### config.mk
export PLATFORM = sky130hd
export DESIGN_NAME = sccb_dual_cam_scheduler
export DESIGN_NICKNAME = d
export VERILOG_FILES = /design/src/rtl/sccb_dual_cam_scheduler.sv
export SDC_FILE = /design/constraint.sdc
export NUM_CORES = 1
export LEC_CHECK = 0
export BUFFER_PORTS_ARGS = -buffer_cell sky130_fd_sc_hd__buf_4
export CORE_AREA = 2 2 80 82
export CTS_BUF_LIST = sky130_fd_sc_hd__clkbuf_8
export CTS_CLUSTER_DIAMETER = 60
export DETAILED_ROUTE_END_ITERATION = 6
export DIE_AREA = 0 0 82 84
export PLACE_DENSITY = 0.78
export SLEW_MARGIN = 25
export SYNTH_ARGS = -nofsm -noshare
export SYNTH_HDL_FRONTEND = slang
export SYNTH_SLANG_ARGS = --single-unit
### constraint.sdc
create_clock -name clk -period 6.3 [get_ports clk]
set_input_delay 0.63 -clock clk [delete_from_list [all_inputs] [get_ports clk]]
set_output_delay 0.63 -clock clk [all_outputs]
set_load 0.01 [all_outputs]
### src/rtl/sccb_dual_cam_scheduler.sv
// Round-robin arbiter that shares one SCCB sender between the left and right OV7670
// register ROMs, executes ROM delay tokens locally and flags per-camera send timeouts.
//
// state  | meaning
// -------+-----------------------------------------------------------------
// ARB    | pick the next eligible camera, latch its command, steer the bus
// ISSUE  | snd_send held high until snd_taken or timeout
// ADV    | one-cycle advance pulse to the granted ROM
// GUARD  | bus held on the granted camera while the transfer finishes
// DELAY  | ROM delay token being executed, nothing sent
module sccb_dual_cam_scheduler #(
   parameter logic [7:0]  CAM_ID0        = 8'h42,
   parameter logic [7:0]  CAM_ID1        = 8'h42,
   parameter logic [15:0] DELAY_TOKEN    = 16'hFFF0,
   parameter int          DELAY_CYCLES   = 250000,
   parameter int          GUARD_CYCLES   = 2048,
   parameter int          TIMEOUT_CYCLES = 65536,
   parameter int          CNT_W          = 24
) (
   input  logic        clk,
   input  logic        rst_n,
   input  logic [15:0] req_cmd0,
   input  logic        req_fin0,
   output logic        adv0,
   input  logic [15:0] req_cmd1,
   input  logic        req_fin1,
   output logic        adv1,
   output logic        snd_send,
   output logic [7:0]  snd_id,
   output logic [7:0]  snd_reg,
   output logic [7:0]  snd_value,
   input  logic        snd_taken,
   output logic        bus_sel,
   output logic [1:0]  cfg_done,
   output logic        all_done,
   output logic [1:0]  err
);

   localparam logic [CNT_W-1:0] DLY_LD = CNT_W'(DELAY_CYCLES - 1);
   localparam logic [CNT_W-1:0] GRD_LD = CNT_W'(GUARD_CYCLES - 1);
   localparam logic [CNT_W-1:0] TMO_LD = CNT_W'(TIMEOUT_CYCLES - 1);
   localparam logic [CNT_W-1:0] CNT_ONE = CNT_W'(1);

   typedef enum logic [2:0] {
      ST_ARB,
      ST_ISSUE,
      ST_ADV,
      ST_GUARD,
      ST_DELAY
   } state_t;

   state_t           state;
   logic [CNT_W-1:0] cnt;
   logic             rr;
   logic             grant;
   logic             to_guard;

   logic             elig0;
   logic             elig1;
   logic             arb_grant;
   logic [15:0]      arb_cmd;
   logic             cnt_zero;

   assign elig0     = ~req_fin0;
   assign elig1     = ~req_fin1;
   assign arb_grant = (elig0 & elig1) ? rr : ~elig0;
   assign arb_cmd   = arb_grant ? req_cmd1 : req_cmd0;
   assign cnt_zero  = (cnt == '0);

   always_ff @(posedge clk or negedge rst_n) begin
      if (!rst_n) begin
         state     <= ST_ARB;
         cnt       <= '0;
         rr        <= 1'b0;
         grant     <= 1'b0;
         to_guard  <= 1'b0;
         snd_send  <= 1'b0;
         snd_id    <= 8'h00;
         snd_reg   <= 8'h00;
         snd_value <= 8'h00;
         adv0      <= 1'b0;
         adv1      <= 1'b0;
         bus_sel   <= 1'b0;
         cfg_done  <= 2'b00;
         all_done  <= 1'b0;
         err       <= 2'b00;
      end else begin
         cfg_done <= {req_fin1, req_fin0};
         all_done <= req_fin0 & req_fin1;
         adv0     <= 1'b0;
         adv1     <= 1'b0;

         case (state)
            ST_ARB: begin
               if (elig0 | elig1) begin
                  grant   <= arb_grant;
                  bus_sel <= arb_grant;
                  if (arb_cmd == DELAY_TOKEN) begin
                     cnt   <= DLY_LD;
                     state <= ST_DELAY;
                  end else begin
                     snd_id    <= arb_grant ? CAM_ID1 : CAM_ID0;
                     snd_reg   <= arb_cmd[15:8];
                     snd_value <= arb_cmd[7:0];
                     snd_send  <= 1'b1;
                     cnt       <= TMO_LD;
                     state     <= ST_ISSUE;
                  end
               end
            end

            // taken wins over a timeout landing on the same cycle
            ST_ISSUE: begin
               if (snd_taken) begin
                  snd_send <= 1'b0;
                  to_guard <= 1'b1;
                  adv0     <= ~grant;
                  adv1     <= grant;
                  state    <= ST_ADV;
               end else if (cnt_zero) begin
                  err[grant] <= 1'b1;
                  snd_send   <= 1'b0;
                  to_guard   <= 1'b0;
                  adv0       <= ~grant;
                  adv1       <= grant;
                  state      <= ST_ADV;
               end else begin
                  cnt <= cnt - CNT_ONE;
               end
            end

            ST_ADV: begin
               if (to_guard) begin
                  cnt   <= GRD_LD;
                  state <= ST_GUARD;
               end else begin
                  state <= ST_ARB;
               end
            end

            ST_GUARD: begin
               if (cnt_zero) begin
                  rr    <= ~grant;
                  state <= ST_ARB;
               end else begin
                  cnt <= cnt - CNT_ONE;
               end
            end

            ST_DELAY: begin
               if (cnt_zero) begin
                  rr       <= ~grant;
                  to_guard <= 1'b0;
                  adv0     <= ~grant;
                  adv1     <= grant;
                  state    <= ST_ADV;
               end else begin
                  cnt <= cnt - CNT_ONE;
               end
            end

            default: state <= ST_ARB;
         endcase
      end
   end

endmodule

After elaboration in Yosys (flattened, before gate mapping):

Cells that the tools add are included.

* flip-flop bits (word level): 55
* bits in latches: 0
* bits in writable memories: 0
* ROM bits: 0
* input bits: 37
* logic and storage cells: 82
* memories: 0

* add/subtract/negate cells: 1
* multiply operators: 0
* divide/modulo/power cells: 0
* magnitude comparators: 2
* eq/ne operators: 11
* shift-type cells: 0
* multiplexer cells: 31
* bitwise gates (word level): 9
* reduce and logical (&&, ||, !) cells: 14

Operators with widths (number)
* $mux W24: 4
* $pmux W24 S4: 1
* $logic_not A24 Y1: 1
* $sub A24 B1 Y24 const B: 1
* $mux W18: 1
* $eq A16 B16 Y1 const B: 1
* $mux W16: 1
* $mux W3: 5
* $pmux W3 S5: 1
* $mux W1: 12
* $ne A2 B2 Y1 const B: 5
* $pmux W1 S2: 4
* $reduce_and A4 Y1: 2
* $eq A3 B2 Y1 const B: 2
* $reduce_and A2 Y1: 3
* $reduce_and A3 Y1: 2
* $not A1 Y1: 5
* $reduce_bool A2 Y1: 2
* $reduce_bool A4 Y1: 1
* $eq A3 B1 Y1 const B: 1
* $eq A3 B3 Y1 const B: 1
* $logic_not A3 Y1: 1
* $ne A3 B3 Y1 const B: 1
* $and A1 B1 Y1: 2
* 8 further kinds: 8

Longest topological paths before layout:

Gate-level depths: netlist of run 1.

* word-level depth: 8
* gate-level depth with buffers: 9
* mapped depth without buffers: 7

Worst setup path before layout of run 1:

No wires, ideal clock.

* path kind: input-to-reg
* start point: in req_cmd1[0]
* end point: reg cnt[17]
* library setup time: 95 ps
* arrival time: 2175 ps
* data required time: 6205 ps
* setup slack: 4030 ps
* stages: 5
* path buffers: 0
* path through: or4b_2 nor4_2 o22ai_2 a21oi_2 nor4b_2

* longest elaborated chain between the ends: 5

RTL lines
* from (decl): RTL line 25 `input logic [15:0] req_cmd1,`
* $mux W16: RTL line 67 `assign arb_cmd = arb_grant ? req_cmd1 : req_cmd0;`
* $eq A16 B16 Y1: RTL line 98 `if (arb_cmd == DELAY_TOKEN) begin`
* $mux W18: RTL line 98
* $mux W24: RTL line 95 `if (elig0 | elig1) begin`
* $pmux W24 S4: RTL line 93 `case (state)`
* to (signal assigned): RTL line 128 `cnt <= cnt - CNT_ONE;`
* to (signal assigned): RTL line 146 `cnt <= cnt - CNT_ONE;`
* to (signal assigned): RTL line 158 `cnt <= cnt - CNT_ONE;`
* to (decl): RTL line 53 `logic [CNT_W-1:0] cnt;`

No other way between the ends. The select of a mux whose other input is x is not followed.
A chain may end at the register's enable or synchronous reset.

Worst setup path after layout of run 1:

* start point: reg cnt[2]
* end point: reg rr

* longest elaborated chain between the ends: 2

RTL lines
* $logic_not A24 Y1: RTL line 68 `assign cnt_zero = (cnt == '0);`
* $reduce_and A2 Y1 (no source line)
* to (signal assigned): RTL line 143 `rr <= ~grant;`
* to (signal assigned): RTL line 152 `rr <= ~grant;`
* to (decl): RTL line 54 `logic rr;`

No other way between the ends.

==> flow_metrics.py, run 1 <==
metrics = {
    "synth": {
        "synth_cell_types": 67,
        "synth_edf_count": 0,
        "yosys.area.top_type": "dfrtp_1",
        "synthCells": 338,
        "synth_seq_cells": 55,
        "yosysTopAreaCellShare": 0.432,
        "synth_area_leaders": "dfrtp_1 43%, mux2i_1 5.7%, nor2_1 5.2%, a21oi_1 4.7%, nand2_1 2.7%",
        "syn_area_um2": 3190,
        "synth-main-ff-cell": "dfrtp_1",
        "yosysSeqAreaShare": 0.432,
        "syn_avg_cell_area_um2": 9.42,
        "synthArstFlopShare": 1.00,
        "ys_warn_count": 0,
    },
    "critical_path": {
        "worstSetupEndpointType": "register",
        "cp.buffers_inverters": 0,
        "path_delay_family": "simple AND/OR/NAND/NOR gates",
        "cp_max_fo": 11,
        "critPathSlowestCell": "nor2_1",
        "path_class": "reg2reg",
        "critical-path-max-stage-delay_ns": 0.69,
        "cp.arrival_ns": 2.81,
        "regToRegSetupSlack_ns": 3.70,
        "worstPathCellList": "nor4_4, nand4_1, nor2_1, a21boi_0, a211o_1",
        "start_kind": "register",
        "cp.required_ns": 6.51,
    },
    "clocking": {
        "h-tree-depth": 2,
        "cts-hold-fix-buffers": 0,
        "cts-buffers-inserted": 5,
        "clkSinkCount": 55,
        "tritoncts": "yes",
        "cts_buffer_depth": 2,
        "post_cts_resized": 0,
        "post-cts-setup-buffers": 0,
        "cts_root_buffer": "clkbuf_8",
        "insertion_delay_ns": 0.31,
        "clk_pin_slew_ns": 0.10,
    },
    "global_routing": {
        "grt_pass1_vias": 2799,
        "grt_pass1_wl_um": 12700,
        "grt_usage": 0.235,
        "antenna_found_initial": 0,
        "grt_start_max_net_pins": 56,
        "grt_overflow_total": 0,
    },
    "sta": {
        "fmax_mhz": 385,
        "fin_crit_sh": 0.413,
        "layout_setup_ws_ns": 3.70,
        "worst_slew_pin_slew_ns": 1.06,
        "fin_crit_ns": 2.60,
        "skew_ns": 0.00869,
        "slew_viol_final": 0,
        "hold_viol": 0,
        "slew_headroom": 0.291,
        "setup_tns_ns": 0,
        "rsz0062_at_grt": "no",
        "setup_violations": 0,
    },
    "finish": {
        "areaGrowthSynthToFinish_pct": 18.1,
        "fillers": 521,
        "largest_reg_flops": 24,
        "diodes": 0,
        "nNetsFinal": 433,
        "fin_area_um2": 3760,
        "stdcell_count": 472,
        "drive_gt1_frac": 0.256,
        "final_core_util": 0.617,
    },
    "place": {
        "hpwl_um": 6020,
        "place_ws_ns": 3.70,
        "io_buffers": 63,
        "place_inst": 464,
        "placed_area_um2": 3670,
        "gp_congestion": 0.946,
    },
    "pwr": {
        "swShare": 0.347,
        "p_seq_frac": 0.523,
        "vdd_drop_max_uv": 158,
        "p_clk_frac": 0.216,
        "internal-power_uw": 594,
        "leakage_nw": 1.63,
        "p_switching_uw": 316,
        "combPwrFrac": 0.262,
        "powerDensity_nw_per_um2": 242,
    },
    "outcome": {
        "status": "complete, no violations",
    },
    "detailed_routing": {
        "wl_per_cell_um": 17.5,
        "vias_per_cell": 6.18,
        "dr.pass1.iters": 5,
        "drt_iter0_markers": 187,
        "via_count": 2916,
        "drt-total-wl_um": 8260,
        "drc": 0,
        "antenna_left": 0,
    },
    "run": {
        "maxCapViolCount": 0,
    },
    "floorplan": {
        "rows": 29,
        "dieArea_um2": 6890,
        "die_h_um": 84,
        "core_area_um2": 6100,
        "start_util": 0.523,
        "dieWidth_um": 82,
        "ios": 70,
    },
    "worst_hold_path": {
        "hold_class": "in2async",
    },
}
## power groups by stage
stage / Combinational [mW] / Sequential [mW] / Clock, mW
global route: 0.266 / 0.484 / 0.214
detailed placement: 0.237 / 0.480 / 0
floorplan: 0.149 / 0.473 / 0
CTS: 0.238 / 0.473 / 0.203
finish: 0.238 / 0.475 / 0.196
global placement: 0.231 / 0.478 / 0
## cells by family after synthesis
group / after synthesis / synth area share
other cells: 1 / 0.00118
fa+ha+maj: 2 / 0.00785
buf+inv: 26 / 0.0428
simple gates: 142 / 0.252
mux: 19 / 0.0601
flops: 55 / 0.432
compound gates: 93 / 0.204
## metal layers
layer | routed length (um) | share of wire | global-route usage | up-vias
met5 | 0 | 0 | 0 | -
met3 | 672 | 0.081 | 0.0422 | 18
li1 | - | - | - | 1370
met4 | 158 | 0.019 | 0.0848 | 0
met2 | 3920 | 0.47 | 0.384 | 155
met1 | 3510 | 0.43 | 0.308 | 1373
## worst reg2reg max path, cell delays in order (launching register included)
cell and delay [ns]:
dfrtp_1 0.47, nor4_4 0.52, nand4_1 0.37, nor2_1 0.69
a21boi_0 0.19, a211o_1 0.26
## synth_stat cells (all sizes together) (2+ instances only)
| library cell | instances |
|---|---|
| o31ai | 6 |
| or4b | 2 |
| dfrtp | 55 |
| o21ai | 14 |
| nor4 | 9 |
| or3b | 2 |
| nand3b | 2 |
| a32o | 2 |
| nand2 | 24 |
| a21oi | 31 |
| o311ai | 2 |
| o211ai | 4 |
| nor2 | 44 |
| or4 | 5 |
| nand4 | 7 |
| ha | 2 |
| and2 | 3 |
| a22oi | 3 |
| nor2b | 5 |
| buf | 16 |
| inv | 5 |
| nor4b | 3 |
| o31a | 2 |
| clkbuf | 5 |
| mux2i | 18 |
| nor3 | 9 |
| nand4b | 2 |
| o22a | 5 |
| a31oi | 5 |
| o41ai | 3 |
| nand2b | 2 |
| or3 | 5 |
| or2 | 7 |
| nand3 | 9 |
## cell type report
class                   instances  area, um2  share of cell area
clock inverters                 3       20.0             0.00532
clock buffers                   5       68.8              0.0183
multi-input cells             262       1690               0.450
repair buffers                 65        488               0.130
well taps                      77       96.3              0.0256
flip-flops and latches         55       1380               0.366
inverters                       5       18.8             0.00499
## placed cells by master (no fill, tap or decap), types with 3 or more instances in the layout
master    count
a21oi_1      30
o31ai_1       6
or2_2         5
conb_1        6
dfrtp_1      55
nand2_1      23
inv_1         5
buf_4        65
or3_1         5
nor4_1        4
o21ai_0      13
clkbuf_8      5
nor3_1        9
o211ai_1      4
mux2i_1      18
o22a_1        5
a31oi_1       5
or4_1         5
a22oi_1       3
nand3_1       9
nor2_1       43
nand4_1       7
nor2b_1       5
nor4_2        3
## worst paths after layout
kind | depth (start not counted) | start | endpoint
max | 5 | cnt[2]$_DFFE_PN0P_ | rr$_DFFE_PN0P_
min | 1 | rst_n | cnt[19]$_DFFE_PN0P_
max reg2reg | 5 | cnt[2]$_DFFE_PN0P_ | rr$_DFFE_PN0P_
min reg2reg | 1 | err[0]$_DFFE_PN0P_ | err[0]$_DFFE_PN0P_
max in group asynchronous | 1 | rst_n | snd_value[7]$_DFFE_PN0P_
min in group clk | 1 | err[0]$_DFFE_PN0P_ | err[0]$_DFFE_PN0P_
## per-stage QoR
stage                     total power [mW]  hold WS, ns
final                                0.910        0.364
after global routing                 0.963        0.409
after CTS                            0.914        0.385
after detailed placement             0.716        0.447
after global placement               0.708        0.451
after floorplan                      0.622        0.334
(Power assumes the default switching activity.)
==> run 2: changes to the inputs <==
ABC_AREA = 1   (was unset)
CORE_AREA = 2 2 84 86   (was 2 2 80 82)
DIE_AREA = 0 0 86 88   (was 0 0 82 84)
PLACE_DENSITY = 0.77   (was 0.78)
clock period = 2.5 ns   (was 6.3 ns; I/O delays follow)
==> flow_metrics.py, run 2 <==
metrics = {
    "synth": {
        "yosys.area.top_type": "dfrtp_1",
        "yosysSeqAreaShare": 0.390,
        "yosys.area_share.adder": 0.00708,
        "synth_top_family_by_area": "simple AND/OR/NAND/NOR gates",
        "synthTopCellsByCount": "136 x nand2_1, 74 x nor2_1, 55 x dfrtp_1",
        "synth_edf_count": 0,
        "ys_warn_count": 0,
        "synth.most_common_cell": "nand2_1",
        "synth_area_leaders": "dfrtp_1 39%, nand2_1 14%, nor2_1 7.9%, nand3_1 6.0%, inv_1 4.8%",
        "synthArstFlopShare": 1.00,
        "synth-main-ff-cell": "dfrtp_1",
        "syn_area_um2": 3530,
        "muxShareOfSynthArea": 0,
        "syn_avg_cell_area_um2": 7.18,
        "synthCells": 492,
        "synth_cell_types": 36,
        "synthXorXnorAreaFrac": 0.0149,
        "synth_seq_cells": 55,
        "synth_compound_area_frac": 0.0769,
        "yosysTopAreaCellShare": 0.390,
        "yosys.area_share.simple": 0.417,
    },
    "floorplan": {
        "ios": 70,
        "dieArea_um2": 7570,
        "die_h_um": 88,
        "start_util": 0.532,
        "rows": 30,
        "dieWidth_um": 86,
        "core_area_um2": 6640,
    },
    "detailed_routing": {
        "via_count": 3298,
        "route.met3.wl_um": 441,
        "wl_per_cell_um": 13.0,
        "antenna_left": 0,
        "drt_iter0_markers": 282,
        "drc": 0,
        "dr.pass1.iters": 5,
        "drt-total-wl_um": 8230,
        "top_layer_used": "met4",
        "drt-met1-wl_um": 3790,
        "wl_met2_um": 3940,
        "vias_per_cell": 5.22,
    },
    "sta": {
        "hold_viol": 0,
        "setup_violations": 0,
        "worst_slew_pin_slew_ns": 0.694,
        "slew_headroom": 0.538,
        "layout_setup_ws_ns": 0.440,
        "skew_ns": 0.00899,
        "whs_ns": 0.0495,
        "slew_viol_final": 0,
        "fin_crit_sh": 0.824,
        "fin_crit_ns": 2.06,
        "fmax_mhz": 485,
        "rsz0062_at_grt": "no",
        "setup_tns_ns": 0,
    },
    "global_routing": {
        "grt_pass1_wl_um": 14100,
        "grt_pass1_vias": 3001,
        "grt_start_max_net_pins": 56,
        "antenna_found_initial": 0,
        "grt_usage": 0.231,
        "grt_overflow_total": 0,
    },
    "clocking": {
        "h-tree-depth": 2,
        "cts_buffer_depth": 2,
        "clk_pin_slew_ns": 0.11,
        "insertion_delay_ns": 0.32,
        "cts_root_buffer": "clkbuf_8",
        "cts-hold-fix-buffers": 1,
        "tritoncts": "yes",
        "post_cts_resized": 0,
        "cts-buffers-inserted": 5,
        "clkSinkCount": 55,
        "post-cts-setup-buffers": 0,
    },
    "pwr": {
        "power_mw": 1.66,
        "vdd_drop_max_uv": 248,
        "leakage_nw": 2.03,
        "powerDensity_nw_per_um2": 406,
    },
    "critical_path": {
        "worstSetupEndpointType": "register",
        "path_class": "reg2reg",
        "cp.buffers_inverters": 0,
        "reg2reg_to": "cnt[23]$_DFFE_PN0P_",
        "critical-path-max-stage-delay_ns": 0.57,
        "worstPathCellList": "nor2_1, nand2_1, nand2_1, nor2_4, nand2_4, nand2_2, nand2_1, nor2_1, nor2_1",
        "cp.arrival_ns": 2.28,
        "cp_max_fo": 22,
        "r2r-start": "state[1]$_DFFE_PN0P_",
        "regToRegSetupSlack_ns": 0.44,
        "path_delay_family": "simple AND/OR/NAND/NOR gates",
        "cp.required_ns": 2.72,
        "r2r.worst_path.cells": 9,
        "critPathSlowestCell": "dfrtp_1",
        "start_kind": "register",
    },
    "worst_hold_path": {
        "whs_path_depth": 1,
        "hold_class": "in2reg",
        "worstHoldStart": "req_fin1",
        "min_to": "cfg_done[1]$_DFF_PN0_",
    },
    "finish": {
        "nNetsFinal": 590,
        "drive_gt1_frac": 0.188,
        "final_cell_mix": "136 x nand2_1, 74 x nor2_1, 65 x buf_4",
        "fillers": 597,
        "largest_reg_flops": 24,
        "areaGrowthSynthToFinish_pct": 16.1,
        "diodes": 0,
        "final_common_cell": "nand2_1",
    },
    "place": {
        "place_ws_ns": 0.453,
        "hpwl_um": 6420,
        "gp_congestion": 0.959,
        "io_buffers": 63,
    },
    "run": {
        "maxCapViolCount": 0,
    },
    "outcome": {
        "status": "complete, no violations",
    },
}
## run 2: changes by cell type after synthesis, moves of 6 or more
cell	previous run	this run
nor2_1	44	74
inv_1	5	45
mux2i_1	18	0
nand2_1	23	136
o31ai_1	6	0
nand3b_1	2	22
o21ai_1	0	9
nand3_1	9	42
a21oi_1	30	22
## run 2: routing by layer
metal	vias to the layer above	track usage
met2	102	0.380
met4	0	0.0519
met1	1506	0.320
met5	-	0
li1	1681	-
met3	9	0.0396
## run 2: how the worst max path moves through the flow
stage | endpoint | start | cells after the start | slack (ns)
finish | cnt[23]$_DFFE_PN0P_ | state[1]$_DFFE_PN0P_ | 9 | 0.44
global route | cnt[20]$_DFFE_PN0P_ | cnt[8]$_DFFE_PN0P_ | 8 | 0.25
CTS | cnt[23]$_DFFE_PN0P_ | state[1]$_DFFE_PN0P_ | 9 | 0.44
detailed placement | cnt[23]$_DFFE_PN0P_ | state[1]$_DFFE_PN0P_ | 9 | 0.45
global placement | cnt[23]$_DFFE_PN0P_ | state[1]$_DFFE_PN0P_ | 9 | 0.52
floorplan | cnt[7]$_DFFE_PN0P_ | state[1]$_DFFE_PN0P_ | 10 | 0.85
## run 2: kinds of logic after synthesis
| group | after synthesis |
|---|---|
| and+or+nand+nor | 310 |
| adders and majority gates | 2 |
| buffers and inverters | 68 |
| DFF | 55 |
| AOI/OAI and AO/OA | 50 |
| other | 1 |
| xor gates and xnor gates | 6 |
## run 2: power breakdown
part           internal [mW]  leakage, nW  switching, mW  total [mW]
sequential             0.915        0.628         0.0166       0.931
combinational         0.0998         1.35          0.107       0.207
clock                  0.208       0.0502          0.317       0.525
total                   1.22         2.03          0.440        1.66
## run 2: area by class of cell
| type | instances | area (um2) | area share |
|---|---|---|---|
| repair buffers | 66 | 498 | 0.121 |
| inverters | 49 | 184 | 0.0449 |
| clock inverters | 3 | 28.8 | 0.00702 |
| multi-input cells | 374 | 1840 | 0.450 |
| flip-flops and latches | 55 | 1380 | 0.336 |
| well taps | 80 | 100 | 0.0244 |
| clock buffers | 5 | 68.8 | 0.0168 |
## run 2: worst reg2reg max path: stages, from the launching register on
cell     delay, ns
dfrtp_1       0.57
nor2_1        0.15
nand2_1       0.12
nand2_1       0.09
nor2_4        0.27
nand2_4       0.12
nand2_2       0.35
nand2_1       0.13
nor2_1        0.11
nor2_1        0.05
## run 2: through the flow
| step | area (um2) | cells | utilization |
|---|---|---|---|
| 6_report | 4100 | 632 | 0.617 |
| 3_3_place_gp | 3990 | 623 | 0.601 |
| 2_1_floorplan | 3550 | 497 | - |
| 3_5_place_dp | 3990 | 623 | 0.601 |
| 5_1_grt | 4100 | 632 | 0.617 |
| 4_1_cts | 4100 | 632 | 0.617 |
==> run 3: changes to the inputs <==
CORE_AREA = 2 2 86 88   (was 2 2 84 86)
DIE_AREA = 0 0 88 90   (was 0 0 86 88)
clock period = 1.76 ns   (was 2.5 ns; I/O delays follow)
==> flow_metrics.py, run 3 (synthesis results as in run 2) <==
metrics = {
    "critical_path": {
        "critical-path-max-stage-delay_ns": 0.42,
        "r2r-start": "rr$_DFFE_PN0P_",
        "cp.required_ns": 2.02,
        "cp.arrival_ns": 2.09,
        "cp_max_fo": 15,
        "reg2reg_to": "snd_value[6]$_DFFE_PN0P_",
        "critPathSlowestCell": "dfrtp_1",
        "worstSetupEndpointType": "register",
        "regToRegSetupSlack_ns": -0.07,
        "path_class": "reg2reg",
        "start_kind": "register",
        "r2r.worst_path.cells": 11,
        "worstPathCellList": "nand2_4, buf_12, nand3b_1, nand2_2, nor2_4, nand3_2, nor2_4, nand2_8, nand2_8, nand2_1, nand2_1",
    },
    "finish": {
        "areaGrowthSynthToFinish_pct": 42.8,
        "diodes": 0,
        "nNetsFinal": 662,
        "final_core_util": 0.718,
        "drive_gt1_frac": 0.372,
        "fillers": 495,
        "final_common_cell": "nand2_1",
        "largest_reg_flops": 24,
        "final_cell_mix": "120 x nand2_1, 119 x buf_4, 55 x nor2_1",
    },
    "clocking": {
        "cts_root_buffer": "clkbuf_8",
        "tritoncts": "yes",
        "clkSinkCount": 55,
        "cts_buffer_depth": 2,
        "insertion_delay_ns": 0.32,
        "cts-buffers-inserted": 5,
        "h-tree-depth": 2,
        "clk_pin_slew_ns": 0.12,
    },
    "global_routing": {
        "grt_usage": 0.246,
        "grt_start_max_net_pins": 56,
        "grt_pass1_vias": 3594,
        "antenna_found_initial": 0,
        "grt_pass1_wl_um": 15800,
        "grt_overflow_total": 0,
    },
    "pwr": {
        "powerDensity_nw_per_um2": 478,
        "leakage_nw": 2.45,
        "vdd_drop_max_uv": 456,
    },
    "sta": {
        "skew_ns": 0.0187,
        "hold_viol": 0,
        "fin_crit_sh": 1.04,
        "worst_slew_pin_slew_ns": 0.701,
        "fmax_mhz": 547,
        "layout_setup_ws_ns": -0.0695,
        "fin_crit_ns": 1.83,
        "slew_viol_final": 0,
        "rsz0062_at_grt": "yes",
        "setup_violations": 24,
        "setup_tns_ns": -0.862,
        "slew_headroom": 0.532,
    },
    "detailed_routing": {
        "drt-total-wl_um": 10800,
        "antenna_left": 0,
        "dr.pass1.iters": 5,
        "via_count": 3874,
        "drc": 0,
        "drt_iter0_markers": 279,
        "wl_per_cell_um": 15.0,
        "vias_per_cell": 5.36,
    },
    "worst_hold_path": {
        "hold_class": "in2reg",
        "worstHoldStart": "snd_taken",
        "whs_path_depth": 3,
        "min_to": "to_guard$_DFFE_PN0P_",
    },
    "run": {
        "maxCapViolCount": 0,
    },
    "floorplan": {
        "rows": 31,
        "ios": 70,
        "core_area_um2": 7020,
        "die_h_um": 90,
        "dieWidth_um": 88,
        "dieArea_um2": 7920,
        "start_util": 0.503,
    },
    "outcome": {
        "violations": "setup timing",
        "status": "finished with violations",
    },
    "place": {
        "hpwl_um": 7150,
        "gp_congestion": 0.902,
        "io_buffers": 63,
    },
}
-- run 3: cell types whose count changed in the layout (fill, tap and decap cells not counted), moves of 5 or more --
cell,delta
nand2_1,-16
buf_6,+7
nand3_1,-6
nand2_2,+12
nor2_4,+6
nor2_1,-19
nand2_4,+5
buf_4,+54
buf_12,+5
nor2_2,+13
-- run 3: final cells by class --
class / instances / area (um2) / share of cell area
clock inverters: 3 / 26.3 / 0.00521
flip-flops and latches: 55 / 1380 / 0.274
repair buffers: 134 / 1100 / 0.219
well taps: 99 / 124 / 0.0246
inverters: 49 / 189 / 0.0375
multi-input cells: 378 / 2150 / 0.427
clock buffers: 5 / 68.8 / 0.0136
-- run 3: layer usage --
layer / share of wire / wire length [um] / vias up / GRT usage
met2: 0.51 / 5550 / 201 / 0.413
met1: 0.38 / 4140 / 1803 / 0.320
met4: 0.033 / 362 / 0 / 0.0731
met5: 0 / 0 / - / 0
met3: 0.071 / 769 / 36 / 0.0450
li1: - / - / 1834 / -
-- run 3: worst max path at each step --
stage	from	endpoint	slack, ns	depth (start not counted)
after floorplan	state[1]$_DFFE_PN0P_	cnt[7]$_DFFE_PN0P_	0.11	10
after global placement	rr$_DFFE_PN0P_	cnt[16]$_DFFE_PN0P_	0.04	12
after detailed placement	state[1]$_DFFE_PN0P_	cnt[21]$_DFFE_PN0P_	-0.01	10
after CTS	rr$_DFFE_PN0P_	snd_reg[5]$_DFFE_PN0P_	-0.006	11
after global routing	rr$_DFFE_PN0P_	snd_value[3]$_DFFE_PN0P_	-0.13	11
final	rr$_DFFE_PN0P_	snd_value[6]$_DFFE_PN0P_	-0.07	11
-- run 3: through the flow --
stage	hold WS (ns)	power [mW]	setup WS [ns]	cell area (um2)	std cells
2_1_floorplan	-0.120	1.49	0.107	3550	497
4_1_cts	0.125	2.39	-0.00557	4630	707
3_5_place_dp	0.268	1.65	-0.0133	4460	693
5_1_grt	0.147	2.52	-0.131	5040	723
3_3_place_gp	0.268	1.64	0.0367	4460	693
6_report	0.143	2.41	-0.0695	5040	723
-- run 3: power by group --
| part | switching (mW) | internal [mW] |
|---|---|---|
| Clock | 0.455 | 0.294 |
| Sequential | 0.0251 | 1.30 |
| Combinational | 0.183 | 0.154 |
| Total | 0.664 | 1.75 |
-- run 3: worst max-delay path: cells and delay by family (launching register included) --
kind	cells	cell delay [ns]
buf+inv	1	0.16
flops	1	0.42
simple gates	10	1.17
-- run 3: what timing repair did --
action | in CTS | in global routing
gates cloned | 2 | 2
endpoints found under the hold margin | 57 | 0
gates resized for setup | 5 | 84
endpoints found under the setup margin | 12 | 51
pin swaps | 5 | 27
hold buffers | 3 | 0
buffers inserted | 1 | 14
